<file path="src/rtl/sh_mem_arbiter_if.sv">
// Request/response bundle between NUM_REQ cores, the arbiter and a single-port memory.
// The slave modport is the arbiter; the master modport is the cores-plus-memory side.
interface sh_mem_arbiter_if #(
    parameter int NUM_REQ = 4,
    parameter int ADDR_W  = 8,
    parameter int DATA_W  = 8
);
    logic [2*NUM_REQ-1:0]      enable;
    logic [ADDR_W*NUM_REQ-1:0] addr;
    logic [DATA_W*NUM_REQ-1:0] wr_data;
    logic [DATA_W*NUM_REQ-1:0] rd_data;
    logic [NUM_REQ-1:0]        ready;
    logic                      mem_en;
    logic                      mem_we;
    logic [ADDR_W-1:0]         mem_addr;
    logic [DATA_W-1:0]         mem_wdata;
    logic [DATA_W-1:0]         mem_rdata;

    modport slave (
        input  enable, addr, wr_data, mem_rdata,
        output rd_data, ready, mem_en, mem_we, mem_addr, mem_wdata
    );

    modport master (
        output enable, addr, wr_data, mem_rdata,
        input  rd_data, ready, mem_en, mem_we, mem_addr, mem_wdata
    );
endinterface

</file>
<file path="src/rtl/sh_mem_arbiter.sv">
// Round-robin arbiter sharing one single-port memory among NUM_REQ cores (IDLE/ACCESS/RESP).
// Define SH_MEM_ARB_STATS_EN to add the saturating conflict_cnt output.
module sh_mem_arbiter #(
    parameter int NUM_REQ = 4,
    parameter int ADDR_W  = 8,
    parameter int DATA_W  = 8
) (
    input  logic            clk,
    input  logic            reset,
    sh_mem_arbiter_if.slave bus
`ifdef SH_MEM_ARB_STATS_EN
    ,
    output logic [15:0]     conflict_cnt
`endif
);
    localparam int GW = (NUM_REQ > 1) ? $clog2(NUM_REQ) : 1;

    typedef enum logic [1:0] {IDLE, ACCESS, RESP} state_t;

    state_t              state, state_nxt;
    logic [GW-1:0]       grant, last_grant, pick, cand;
    logic                found, sel_we, we_q, mask_last;
    logic [ADDR_W-1:0]   sel_addr, addr_q;
    logic [DATA_W-1:0]   sel_wdata, wdata_q;
    logic [NUM_REQ-1:0]  elig;
    logic [ADDR_W-1:0]   req_addr  [NUM_REQ];
    logic [DATA_W-1:0]   req_wdata [NUM_REQ];
    logic                req_we    [NUM_REQ];

    // Codes 01/10 are requests; the requester served last is skipped for one IDLE cycle.
    for (genvar i = 0; i < NUM_REQ; i++) begin : g_req
        logic [DATA_W-1:0] rd_q;

        assign req_addr[i]  = bus.addr[i*ADDR_W +: ADDR_W];
        assign req_wdata[i] = bus.wr_data[i*DATA_W +: DATA_W];
        assign req_we[i]    = bus.enable[2*i+1];
        assign elig[i]      = (bus.enable[2*i] ^ bus.enable[2*i+1]) &&
                              !(mask_last && last_grant == GW'(i));

        always_ff @(posedge clk or negedge reset) begin
            if (!reset) rd_q <= '0;
            else if (state == RESP && !we_q && grant == GW'(i)) rd_q <= bus.mem_rdata;
        end
        assign bus.rd_data[i*DATA_W +: DATA_W] = rd_q;
    end

    always_comb begin
        found     = 1'b0;
        pick      = '0;
        cand      = '0;
        sel_we    = 1'b0;
        sel_addr  = '0;
        sel_wdata = '0;
        for (int k = 1; k <= NUM_REQ; k++) begin
            cand = GW'((int'(last_grant) + k) % NUM_REQ);
            if (!found && elig[cand]) begin
                found     = 1'b1;
                pick      = cand;
                sel_we    = req_we[cand];
                sel_addr  = req_addr[cand];
                sel_wdata = req_wdata[cand];
            end
        end
    end

    always_ff @(posedge clk or negedge reset) begin
        if (!reset) state <= IDLE;
        else        state <= state_nxt;
    end

    always_comb begin
        state_nxt  = state;
        bus.mem_en = 1'b0;
        bus.mem_we = 1'b0;
        bus.ready  = '0;
        unique case (state)
            IDLE:   if (found) state_nxt = ACCESS;
            ACCESS: begin
                bus.mem_en = 1'b1;
                bus.mem_we = we_q;
                state_nxt  = RESP;
            end
            RESP: begin
                bus.ready[grant] = 1'b1;
                state_nxt        = IDLE;
            end
            default: state_nxt = IDLE;
        endcase
    end

    assign bus.mem_addr  = addr_q;
    assign bus.mem_wdata = wdata_q;

    always_ff @(posedge clk or negedge reset) begin
        if (!reset) begin
            grant      <= '0;
            last_grant <= GW'(NUM_REQ - 1);
            we_q       <= 1'b0;
            addr_q     <= '0;
            wdata_q    <= '0;
            mask_last  <= 1'b0;
        end else begin
            mask_last <= (state == RESP);
            if (state == IDLE && found) begin
                grant   <= pick;
                we_q    <= sel_we;
                addr_q  <= sel_addr;
                wdata_q <= sel_wdata;
            end
            if (state == RESP) last_grant <= grant;
        end
    end

`ifdef SH_MEM_ARB_STATS_EN
    // Contention means two or more requests still eligible after masking.
    always_ff @(posedge clk or negedge reset) begin
        if (!reset) conflict_cnt <= '0;
        else if (state == IDLE && |(elig & (elig - NUM_REQ'(1))) && conflict_cnt != 16'hFFFF)
            conflict_cnt <= conflict_cnt + 16'd1;
    end
`endif
endmodule

</file>
<file path="src/flat_wrapper.sv">
// flat-port wrapper written by rule: the top's interface ports become plain ports
module sh_mem_arbiter_flat 
#(
    parameter int NUM_REQ = 4,
    parameter int ADDR_W  = 8,
    parameter int DATA_W  = 8
)
  (clk, reset, bus_enable, bus_addr, bus_wr_data, bus_mem_rdata, bus_rd_data, bus_ready, bus_mem_en, bus_mem_we, bus_mem_addr, bus_mem_wdata);
  sh_mem_arbiter_if #(.NUM_REQ(NUM_REQ), .ADDR_W(ADDR_W), .DATA_W(DATA_W)) bus_i ();
  input  logic clk;
  input  logic reset;
  input wire logic [$bits(bus_i.enable)-1:0] bus_enable;
  input wire logic [$bits(bus_i.addr)-1:0] bus_addr;
  input wire logic [$bits(bus_i.wr_data)-1:0] bus_wr_data;
  input wire logic [$bits(bus_i.mem_rdata)-1:0] bus_mem_rdata;
  output wire logic [$bits(bus_i.rd_data)-1:0] bus_rd_data;
  output wire logic [$bits(bus_i.ready)-1:0] bus_ready;
  output wire logic [$bits(bus_i.mem_en)-1:0] bus_mem_en;
  output wire logic [$bits(bus_i.mem_we)-1:0] bus_mem_we;
  output wire logic [$bits(bus_i.mem_addr)-1:0] bus_mem_addr;
  output wire logic [$bits(bus_i.mem_wdata)-1:0] bus_mem_wdata;
  assign bus_i.enable = bus_enable;
  assign bus_i.addr = bus_addr;
  assign bus_i.wr_data = bus_wr_data;
  assign bus_i.mem_rdata = bus_mem_rdata;
  assign bus_rd_data = bus_i.rd_data;
  assign bus_ready = bus_i.ready;
  assign bus_mem_en = bus_i.mem_en;
  assign bus_mem_we = bus_i.mem_we;
  assign bus_mem_addr = bus_i.mem_addr;
  assign bus_mem_wdata = bus_i.mem_wdata;
  sh_mem_arbiter #(.NUM_REQ(NUM_REQ), .ADDR_W(ADDR_W), .DATA_W(DATA_W)) u_core (.clk(clk), .reset(reset), .bus(bus_i));
endmodule
</file>
<file path="config.mk">
export PLATFORM = sky130hd
export DESIGN_NAME = sh_mem_arbiter_flat
export DESIGN_NICKNAME = d
export VERILOG_FILES = /design/src/rtl/sh_mem_arbiter_if.sv /design/src/rtl/sh_mem_arbiter.sv /design/src/flat_wrapper.sv
export SDC_FILE = /design/constraint.sdc
export NUM_CORES = 1
export LEC_CHECK = 0
export BUFFER_PORTS_ARGS = -buffer_cell sky130_fd_sc_hd__buf_4
export CAP_MARGIN = 20
export CORE_MARGIN = 2
export CORE_UTILIZATION = 55
export CTS_BUF_LIST = sky130_fd_sc_hd__clkbuf_4 sky130_fd_sc_hd__clkbuf_8
export CTS_CLUSTER_DIAMETER = 30
export DETAILED_ROUTE_END_ITERATION = 10
export PLACE_DENSITY = 0.94
export RECOVER_POWER = 100
export SLEW_MARGIN = 25
export SYNTH_ARGS = -nofsm -noshare
export SYNTH_HDL_FRONTEND = slang
export SYNTH_SLANG_ARGS = --single-unit
</file>
<file path="constraint.sdc">
create_clock -name clk -period 4.1 [get_ports clk]
set_clock_uncertainty 0.15 [all_clocks]
set_input_delay 0.205 -clock clk [delete_from_list [all_inputs] [get_ports clk]]
set_output_delay 0.205 -clock clk [all_outputs]
set_load 0.02 [all_outputs]
</file>
# After elaboration in Yosys (flattened, before gate mapping)
# Index checks and enable logic that the tools add are counted.
# Widths: inputs -> output; s select.
# classes
n_addsub	4
magnitude_cmp	10
n_eq_ne	9
mux	71
bitwise_logic	8
n_reduce_logical	29
# ops
operator	count
$mux 8	24
$bmux 8 s2	8
$mux 1	23
$logic_and 1x1->1	18
$bmux 1 s2	8
$lt 2x3->1 const B	5
$ge 3x3->1 const B	4
$not 2->3	4
$eq 2x2->1 const B	5
$mux 2	5
$logic_not 1->1	8
$eq 2x1->1 const B	3
$logic_not 2->1	3
$add 2x1->2 const B	2
$add 2x2->2 const B	2
$mux 4	1
$pmux 2 s2	1
$xor 1x1->1	4
$demux 1 s2	1
$ge 2x1->1 const B	1
$ne 2x1->1 const B	1
# word_totals
regBits	56
out_inout_bits	54
word_cells	142

# Depth between registers and ports, before layout
# Gate-level depths: netlist (run 1).
# logic_depth
ltp_word	18
depth_mapped	13
depth_no_buf	9

# Least setup slack after synthesis (run 1)
# Ideal clock, no wire load.
# synth_path
path_type	reg2reg
startpoint	reg u_core.last_grant[1]
endpoint	reg u_core.we_q
setup_ps	131
arrival_time_ps	2770
required_ps	3819
path_slack_ps	1049
stages_incl_launch_ff	13
n_path_buf	5
synth_period_minus_slack_ps	3051
path_cell_list	dfstp_2 > inv_2 > buf_2 > clkbuf_8 > ha_1 > buf_2 > buf_2 > nor2_1 > a221oi_2 > clkbuf_1 > o311ai_1 > o211ai_1 > a31oi_1
# synth_via
elab_chain_len	17
word_cells_on_any_way	59
classes_between	add/sub: 4; eq/ne: 3; mux: 28; bitwise: 4; reduce/logical: 20
# synth_lines
item	line	text
start: declaration	sh_mem_arbiter.sv:21	logic [GW-1:0] grant, last_grant, pick, cand;
start signal: assignment	sh_mem_arbiter.sv:97	last_grant <= GW'(NUM_REQ - 1);
start signal: assignment	sh_mem_arbiter.sv:110	if (state == RESP) last_grant <= grant;
$eq 2x1->1 (tied with other cells)	sh_mem_arbiter.sv:38	!(mask_last && last_grant == GW'(i));
$logic_and 1x1->1	sh_mem_arbiter.sv:38	
$logic_not 1->1	sh_mem_arbiter.sv:38	
$logic_and 1x1->1	sh_mem_arbiter.sv:37	assign elig[i] = (bus.enable[2*i] ^ bus.enable[2*i+1]) &&
$bmux 1 s2	sh_mem_arbiter.sv:56	if (!found && elig[cand]) begin
$mux 1 (implied by the code)	sh_mem_arbiter.sv:56	
$mux 1	sh_mem_arbiter.sv:56	
$logic_not 1->1	sh_mem_arbiter.sv:56	
$logic_and 1x1->1	sh_mem_arbiter.sv:56	
$mux 1	sh_mem_arbiter.sv:56	
$logic_not 1->1	sh_mem_arbiter.sv:56	
$logic_and 1x1->1	sh_mem_arbiter.sv:56	
$mux 1	sh_mem_arbiter.sv:56	
$logic_not 1->1	sh_mem_arbiter.sv:56	
$logic_and 1x1->1	sh_mem_arbiter.sv:56	
$mux 1	sh_mem_arbiter.sv:56	
$logic_and 1x1->1	sh_mem_arbiter.sv:104	if (state == IDLE && found) begin
end signal: assignment	sh_mem_arbiter.sv:106	we_q <= sel_we;
end: declaration	sh_mem_arbiter.sv:22	logic found, sel_we, we_q, mask_last;
# Several ways; a longest one is shown, not always the timed one. The select of a mux whose other input is x is not followed.
# A chain may end at the register's enable or synchronous reset.

# Worst setup path in the final report (run 1)
# layout_path
startpoint	reg u_core.last_grant[0]
endpoint	reg u_core.grant[0]
# layout_via
elab_chain_len	17
word_cells_on_any_way	43
classes_between	add/sub: 4; eq/ne: 3; mux: 16; reduce/logical: 20
# layout_lines
item	line	text
$eq 2x1->1 (tied with other cells)	sh_mem_arbiter.sv:38	
$logic_and 1x1->1	sh_mem_arbiter.sv:38	
$logic_not 1->1	sh_mem_arbiter.sv:38	
$logic_and 1x1->1	sh_mem_arbiter.sv:37	
$bmux 1 s2	sh_mem_arbiter.sv:56	
$mux 1 (implied by the code)	sh_mem_arbiter.sv:56	
$mux 1	sh_mem_arbiter.sv:56	
$logic_not 1->1	sh_mem_arbiter.sv:56	
$logic_and 1x1->1	sh_mem_arbiter.sv:56	
$mux 1	sh_mem_arbiter.sv:56	
$logic_not 1->1	sh_mem_arbiter.sv:56	
$logic_and 1x1->1	sh_mem_arbiter.sv:56	
$mux 1	sh_mem_arbiter.sv:56	
$logic_not 1->1	sh_mem_arbiter.sv:56	
$logic_and 1x1->1	sh_mem_arbiter.sv:56	
$mux 1	sh_mem_arbiter.sv:56	
$logic_and 1x1->1	sh_mem_arbiter.sv:104	
end signal: assignment	sh_mem_arbiter.sv:105	grant <= pick;
end: declaration	sh_mem_arbiter.sv:21	
# Several ways; a longest one is shown, not always the timed one. The select of a mux whose other input is x is not followed.

==> results.md, run 1 <==
- Outcome: finished, violations left
- Failing checks: capacitance limit, slew limit
- Layout cell share with drive strength beyond 1: 36.9%
- WL/cell: 18.6 um
- Crit path required time: 4150 ps
- Initial Utilization: 57.2%
- Reg clk slew, reported paths: 110 ps
- Sequential fraction of the synthesis area: 29.6%
- Cts repair resizes: 0
- Fmax: 0.266 GHz
- Post-synth EDFFs: 0
- Top cells by area, synth: dfrtp_1, mux4_2, mux2_2
- Ant diodes: 0
- Fin. max-slew vios: 57
- Clock buffer depth: 2
- Fin crit share: 91.6%
- Total track usage: 25.9%
- Worst R2R Path Depth: 9
- DRT iter0 DRCs: 173
- Placed cells: 661
- Final setup fails: 0
- Worst slew margin: -93.9%
- Max Cap Viol: 1
- Final #Nets: 654
- Antenna Nets Post-Route: 0
- First-pass GRT wire length: 20,400 um
- CTS Buf Count: 5
- Arrival time at the worst endpoint: 3810 ps
- # Post-CTS Setup Buffers: 0
- Post-DP HPWL: 9340 um
- Reg2reg end: u_core.grant[0]$_DFFE_PN0P_
- Worst-Skew Late Latency: 310 ps
- Vias per cell: 6.32
- Initial antenna violation count: 0
- Grt ovf: 0
- WS Path Type: flip-flop to flip-flop
- Crit-path slowest cell: or2_1
- Chip Height: 96.9 um
- Finished Layout Cells: 674
- Max VDD drop: 0.374 mV
- Hold Buf Count CTS: 4
- Core area: 8300 um^2
- Synthesized area: 4750 um^2
- HP Start: bus_mem_rdata[3]
- CP Launch Type: flip-flop
- Net count after synthesis: 534
- HP Class: primary input to flip-flop
- Clk sinks: 56
- Largest net degree at the start of global routing: 57
- Io pins: 136
- Vias in the first global route: 4,228
- Placer congestion estimate: 0.906
- Chip width: 96.9 um
- Fin. Hold Viols: 0
- Cell chain of the critical path: clkbuf_4 -> ha_1 -> a2bb2oi_1 -> a221oi_1 -> or2_1 -> nand3_4 -> nand2_1 -> xnor2_1 -> mux2_2
- Number of port buffers: 135
- Fin crit period: 3760 ps
- Asr flop ratio synth: 100%
- Hold path depth: 2
- Num rows: 33
- Worst slew pin tran: 2910 ps
- Max stage delay on crit path: 690 ps
- Power Density: 884 nW/um^2
- P&R area growth vs syn: 19.5%
- FF-to-FF setup slack: 340 ps
- Synth warnings: 0
- Vias: 4,259
- Yosys top cell area share: 28.5%
- WL final: 12,500 um
- Yosys top cell by area: dfrtp_1
- #FFs+latches synth: 56
- Main synth FF type: dfrtp_1
- Setup TNS: 0 ps
- Syn Inst Count: 448
- Drt pass-1 iters: 5
- CP Capture Type: flip-flop
- Die area: 9390 um^2
- Distinct cells, synth: 53
- Avg Cell Area, Syn: 10.6 um^2
- Worst r2r src: u_core.last_grant[0]$_DFFE_PN1P_
- CTS tree: done
- RSZ-0062 raised after global routing: false
- Worst hold endpoint: u_core.g_req[2].rd_q[3]$_DFFE_PN0P_
- Crit path max fanout: 32
- H-tree depth: 2
- Drt drc: 0
- Fill cell count: 685
- Root buffer cell: clkbuf_8
- Pleak: 2.30 nW
==> flip-flops by register name, summed over array words and instances (netlist names) <==
name / cells
u_core.state: 2
u_core.last_grant: 2
u_core.mask_last: 1
u_core.we_q: 1
u_core.g_req.rd_q: 32
u_core.grant: 2
u_core.bus.mem_wdata: 8
u_core.bus.mem_addr: 8
==> cell type report <==
cell class	instances	area, um^2	area share, %
Sequential cell	56	1410	24.8
Multi-Input combinational cell	335	3030	53.5
Inverter	21	78.8	1.39
Clock inverter	2	16.3	0.287
Clock buffer	6	76.3	1.35
Tap cell	105	131	2.32
Timing Repair Buffer	149	930	16.4
==> per-stage QoR <==
stage	power [W]	instance area (um^2)	hold slack [ps]	utilization [%]	worst slack, ps
6_report	0.00501	5670	2.99	68.4	344
5_1_grt	0.00536	5670	2.06	68.4	80.6
4_1_cts	0.00520	5880	0.302	70.8	460
3_5_place_dp	0.00488	5740	155	69.2	485
3_3_place_gp	0.00473	5740	142	69.2	555
2_1_floorplan	0.00395	4750	-241	-	1050
==> report_power, final <==
part / internal [W] / total [W] / leakage [nW] / switching (W)
clock: 0.000129 / 0.000313 / 0.0448 / 0.000185
sequential: 0.000853 / 0.00106 / 0.656 / 0.000203
combinational: 0.00151 / 0.00365 / 1.60 / 0.00213
==> worst max-delay path by stage <==
stage          slack [ps]                              from                                   to
2_1_floorplan        1050  u_core.last_grant[1]$_DFFE_PN1P_              u_core.we_q$_DFFE_PN0P_
3_3_place_gp          560  u_core.last_grant[1]$_DFFE_PN1P_              u_core.we_q$_DFFE_PN0P_
3_5_place_dp          480  u_core.last_grant[1]$_DFFE_PN1P_   u_core.bus.mem_addr[1]$_DFFE_PN0P_
4_1_cts               460  u_core.last_grant[1]$_DFFE_PN1P_   u_core.bus.mem_addr[1]$_DFFE_PN0P_
5_1_grt                80  u_core.last_grant[1]$_DFFE_PN1P_  u_core.bus.mem_wdata[3]$_DFFE_PN0P_
6_report              340  u_core.last_grant[0]$_DFFE_PN1P_          u_core.grant[0]$_DFFE_PN0P_
==> cell families after synthesis <==
kind of cell | synth area share [%]
adder cells (fa/ha/maj) | 1.05
AND/OR/NAND/NOR | 9.56
buffers and inverters | 6.61
AO/OA/AOI/OAI | 20.4
multiplexers | 32.1
flip-flops | 29.6
XOR/XNOR | 0.711
==> worst max-delay path: cells and delay by family (launching register included) <==
kind | cells | cell delay [ps]
AO/OA/AOI/OAI | 2 | 600
XOR/XNOR | 1 | 80
adder cells (fa/ha/maj) | 1 | 240
buffers and inverters | 1 | 470
flip-flops | 1 | 640
multiplexers | 1 | 260
AND/OR/NAND/NOR | 3 | 1210
==> layer usage <==
layer	vias up	part of all wire, %	global-route usage [%]
met5	-	0	0
met1	2067	41	32.4
met4	0	2.1	8.23
met2	215	51	46.1
met3	33	6.1	4.05
li1	1944	-	-
==> cell usage after synthesis (all sizes together), types with 2 or more instances <==
| master | number |
|---|---|
| dfstp | 2 |
| and2 | 7 |
| xor2 | 2 |
| nor2 | 44 |
| nand2 | 34 |
| a22oi | 2 |
| a31oi | 17 |
| a21boi | 2 |
| inv | 21 |
| o211ai | 53 |
| a2bb2oi | 2 |
| a311oi | 2 |
| dfrtp | 54 |
| clkbuf | 11 |
| a21oi | 19 |
| mux2i | 17 |
| mux2 | 50 |
| a221oi | 4 |
| mux4 | 35 |
| buf | 24 |
| o21ai | 20 |
| o22ai | 3 |
| nor2b | 2 |
| nand3 | 4 |
| ha | 4 |
==> cells in the final DEF (no fill, tap or decap), types with 2 or more instances in the layout <==
cell / Yosys / routed
dfrtp_1: 54 / 54
ha_1: 4 / 3
mux2i_1: 17 / 17
nor2_4: 2 / 2
a221oi_1: 3 / 3
a21oi_1: 19 / 19
dlygate4sd3_1: 0 / 5
a31oi_1: 17 / 17
clkbuf_1: 9 / 53
o22ai_1: 3 / 3
o211ai_2: 12 / 12
nor2b_1: 2 / 2
nor2_1: 42 / 42
and2_4: 2 / 2
o211ai_1: 41 / 41
mux4_2: 33 / 33
a21boi_0: 2 / 2
and2_1: 5 / 3
o21ai_0: 19 / 19
clkbuf_4: 0 / 2
a22oi_1: 2 / 2
buf_4: 4 / 89
mux4_4: 2 / 2
nand2_1: 34 / 34
inv_1: 20 / 20
a311oi_4: 2 / 2
mux2_2: 50 / 50
and2_0: 0 / 2
clkbuf_8: 1 / 5
nand3_1: 3 / 3
Power figures use the tool's default switching activity.
==> run 2, diff against run 1 <==
--- a/config.mk
+++ b/config.mk
@@ -7,9 +7,8 @@
 export LEC_CHECK = 0
 export BUFFER_PORTS_ARGS = -buffer_cell sky130_fd_sc_hd__buf_4
 export CAP_MARGIN = 20
-export CORE_MARGIN = 2
 export CORE_UTILIZATION = 55
-export CTS_BUF_LIST = sky130_fd_sc_hd__clkbuf_4 sky130_fd_sc_hd__clkbuf_8
+export CTS_BUF_LIST = sky130_fd_sc_hd__clkbuf_8
 export CTS_CLUSTER_DIAMETER = 30
 export DETAILED_ROUTE_END_ITERATION = 10
 export PLACE_DENSITY = 0.94
==> results.md, run 2 (synthesis results as in run 1) <==
- Clk sinks: 56 (unchanged)
- Largest register FFs: 32 (unchanged)
- Worst slew margin: -96.3% (was -93.9%)
- Drt pass-1 iters: 5 (unchanged)
- Max Cap Viol: 1 (unchanged)
- Core area: 8300 um^2 (unchanged)
- Chip Height: 94.9 um (was 96.9 um)
- CP Launch Type: flip-flop (unchanged)
- DRT iter0 DRCs: 208 (was 173)
- Fmax: 0.269 GHz (was 0.266 GHz)
- WL/cell: 17.8 um (was 18.6 um)
- Finished Layout Cells: 674 (unchanged)
- Antenna Nets Post-Route: 0 (unchanged)
- Initial Utilization: 57.2% (unchanged)
- Arrival time at the worst endpoint: 3790 ps (was 3810 ps)
- Num rows: 33 (unchanged)
- Crit path max fanout: 52 (was 32)
- Max VDD drop: 0.365 mV (was 0.374 mV)
- Chip width: 94.9 um (was 96.9 um)
- Met1 usage: 30.3% (was 32.4%)
- Fin crit period: 3710 ps (was 3760 ps)
- CP Capture Type: flip-flop (unchanged)
- Die area: 9010 um^2 (was 9390 um^2)
- Final setup fails: 0 (unchanged)
- Met2 Track Usage GR: 49.7% (was 46.1%)
- Reg clk slew, reported paths: 100 ps (was 110 ps)
- Fin crit share: 90.5% (was 91.6%)
- WS Path Type: flip-flop to flip-flop (unchanged)
- Fin. max-slew vios: 57 (unchanged)
- DP Area: 5740 um^2 (unchanged)
- Number of port buffers: 135 (unchanged)
- WL final: 12,000 um (was 12,500 um)
- Vias per cell: 6.23 (was 6.32)
- GRT met3 Usage: 4.35% (was 4.05%)
- RSZ-0062 raised after global routing: false (unchanged)
- Total track usage: 26.6% (was 25.9%)
- Max stage delay on crit path: 670 ps (was 690 ps)
- Cell chain of the critical path: clkbuf_4 -> a21oi_1 -> a221oi_1 -> nor2_4 -> nor2_4 -> and3b_1 -> buf_4 -> o211ai_1 -> a31oi_1 (was clkbuf_4 -> ha_1 -> a2bb2oi_1 -> a221oi_1 -> or2_1 -> nand3_4 -> nand2_1 -> xnor2_1 -> mux2_2)
- Root buffer cell: clkbuf_8 (unchanged)
- Largest net degree at the start of global routing: 68 (was 57)
- GRT busiest layer: met2 (unchanged)
- P&R area growth vs syn: 19.5% (about the same)
- Commonest non-fill, non-tap cells in the layout: buf_4, dfrtp_1, clkbuf_1 (unchanged)
- Failing checks: capacitance limit, slew limit (unchanged)
- Largest Register: u_core.g_req.rd_q (unchanged)
- Most common cell after layout, fill and taps aside: buf_4 (unchanged)
- Fin area: 5680 um^2 (was 5670 um^2)
- HP Class: primary input to flip-flop (unchanged)
- Vias in the first global route: 4,028 (was 4,228)
- Final #Nets: 654 (unchanged)
- Outcome: finished, violations left (unchanged)
- FF-to-FF setup slack: 390 ps (was 340 ps)
- Initial antenna violation count: 0 (unchanged)
- Worst slew pin tran: 2940 ps (was 2910 ps)
- HP Start: bus_mem_rdata[5] (was bus_mem_rdata[3])
- Ant diodes: 0 (unchanged)
- H-tree depth: 2 (unchanged)
- Crit-path slowest cell: clkbuf_4 (was or2_1)
- Placed cells: 661 (unchanged)
- First-pass GRT wire length: 18,800 um (was 20,400 um)
- Vias: 4,197 (was 4,259)
- Worst r2r src: u_core.last_grant[0]$_DFFE_PN1P_ (unchanged)
- Worst-Skew Late Latency: 310 ps (about the same)
- CTS Buf Count: 5 (unchanged)
- Grt ovf: 0 (unchanged)
- CTS tree: done (unchanged)
- Setup TNS: 0 ps (unchanged)
- Cell mode on critical path: nor2_4
- Power Density: 876 nW/um^2 (was 884 nW/um^2)
- Io pins: 136 (unchanged)
- Clock buffer depth: 2 (unchanged)
- Layout cell share with drive strength beyond 1: 36.6% (was 36.9%)
- CP Launch Point: u_core.last_grant[0]$_DFFE_PN1P_ (unchanged)
- Overall Power: 0.00498 W (was 0.00501 W)
- Placer congestion estimate: 0.869 (was 0.906)
- Crit path required time: 4180 ps (was 4150 ps)
- Pleak: 2.31 nW (was 2.30 nW)
- Post-DP HPWL: 9160 um (was 9340 um)
- Fin. Hold Viols: 0 (unchanged)
- Drt drc: 0 (unchanged)
-- run 2: changes by cell type in the layout (fill, tap and decap cells not counted) --
cell / previous run / this run
a2bb2oi_1: 1 / 0
a2bb2oi_2: 1 / 2
clkbuf_4: 2 / 1
inv_1: 20 / 21
mux2_1: 0 / 2
mux2_2: 50 / 48
-- run 2: power breakdown --
group	total [W]	switching [W]	internal (W)
Clock	0.000309	0.000190	0.000120
Combinational	0.00361	0.00210	0.00152
Sequential	0.00105	0.000201	0.000853
Total	0.00498	0.00249	0.00249
-- run 2: per-stage QoR --
stage	util [%]	setup WS (ps)	hold WS [ps]
2_1_floorplan	-	1050	-241
3_3_place_gp	69.2	690	143
3_5_place_dp	69.2	551	153
4_1_cts	70.8	501	2.80
5_1_grt	68.4	122	3.33
6_report	68.4	389	8.94
-- run 2: path summary, 6_finish.rpt --
kind / to / depth (start not counted)
min: u_core.g_req[0].rd_q[5]$_DFFE_PN0P_ / 2
min in group asynchronous: u_core.g_req[0].rd_q[4]$_DFFE_PN0P_ / 2
max in group asynchronous: u_core.bus.mem_addr[0]$_DFFE_PN0P_ / 2
max reg2reg: u_core.bus.mem_wdata[5]$_DFFE_PN0P_ / 9
min reg2reg: u_core.g_req[1].rd_q[2]$_DFFE_PN0P_ / 1
max: u_core.bus.mem_wdata[5]$_DFFE_PN0P_ / 9
-- run 2: critical path: cells and delay by family (launching register included) --
kind / cells / cell delay (ps)
AOI/OAI and AO/OA: 4 / 1110
buffers and inverters: 2 / 960
DFF: 1 / 650
and+or+nand+nor: 3 / 760
-- run 2: repair_timing --
action | in CTS | in global routing
hold buffers | 4 | 1
resized for setup | 0 | 0
setup buffers | 0 | 0
endpoints found under the hold margin | 59 | 1
-- run 2: area by class of cell --
type | instances | area (um^2)
Fill cell | 664 | 2620
Inverter | 21 | 78.8
Sequential cell | 56 | 1410
Clock buffer | 5 | 68.8
Multi-Input combinational cell | 335 | 3040
Clock inverter | 3 | 20.0
Timing Repair Buffer | 149 | 930
Tap cell | 105 | 131
-- run 2: per-layer routing --
| metal | part of all wire (%) | wire [um] |
|---|---|---|
| met1 | 39 | 4700 |
| met2 | 52 | 6300 |
| met3 | 6.3 | 756 |
| met4 | 2.1 | 254 |
| met5 | 0 | 0 |
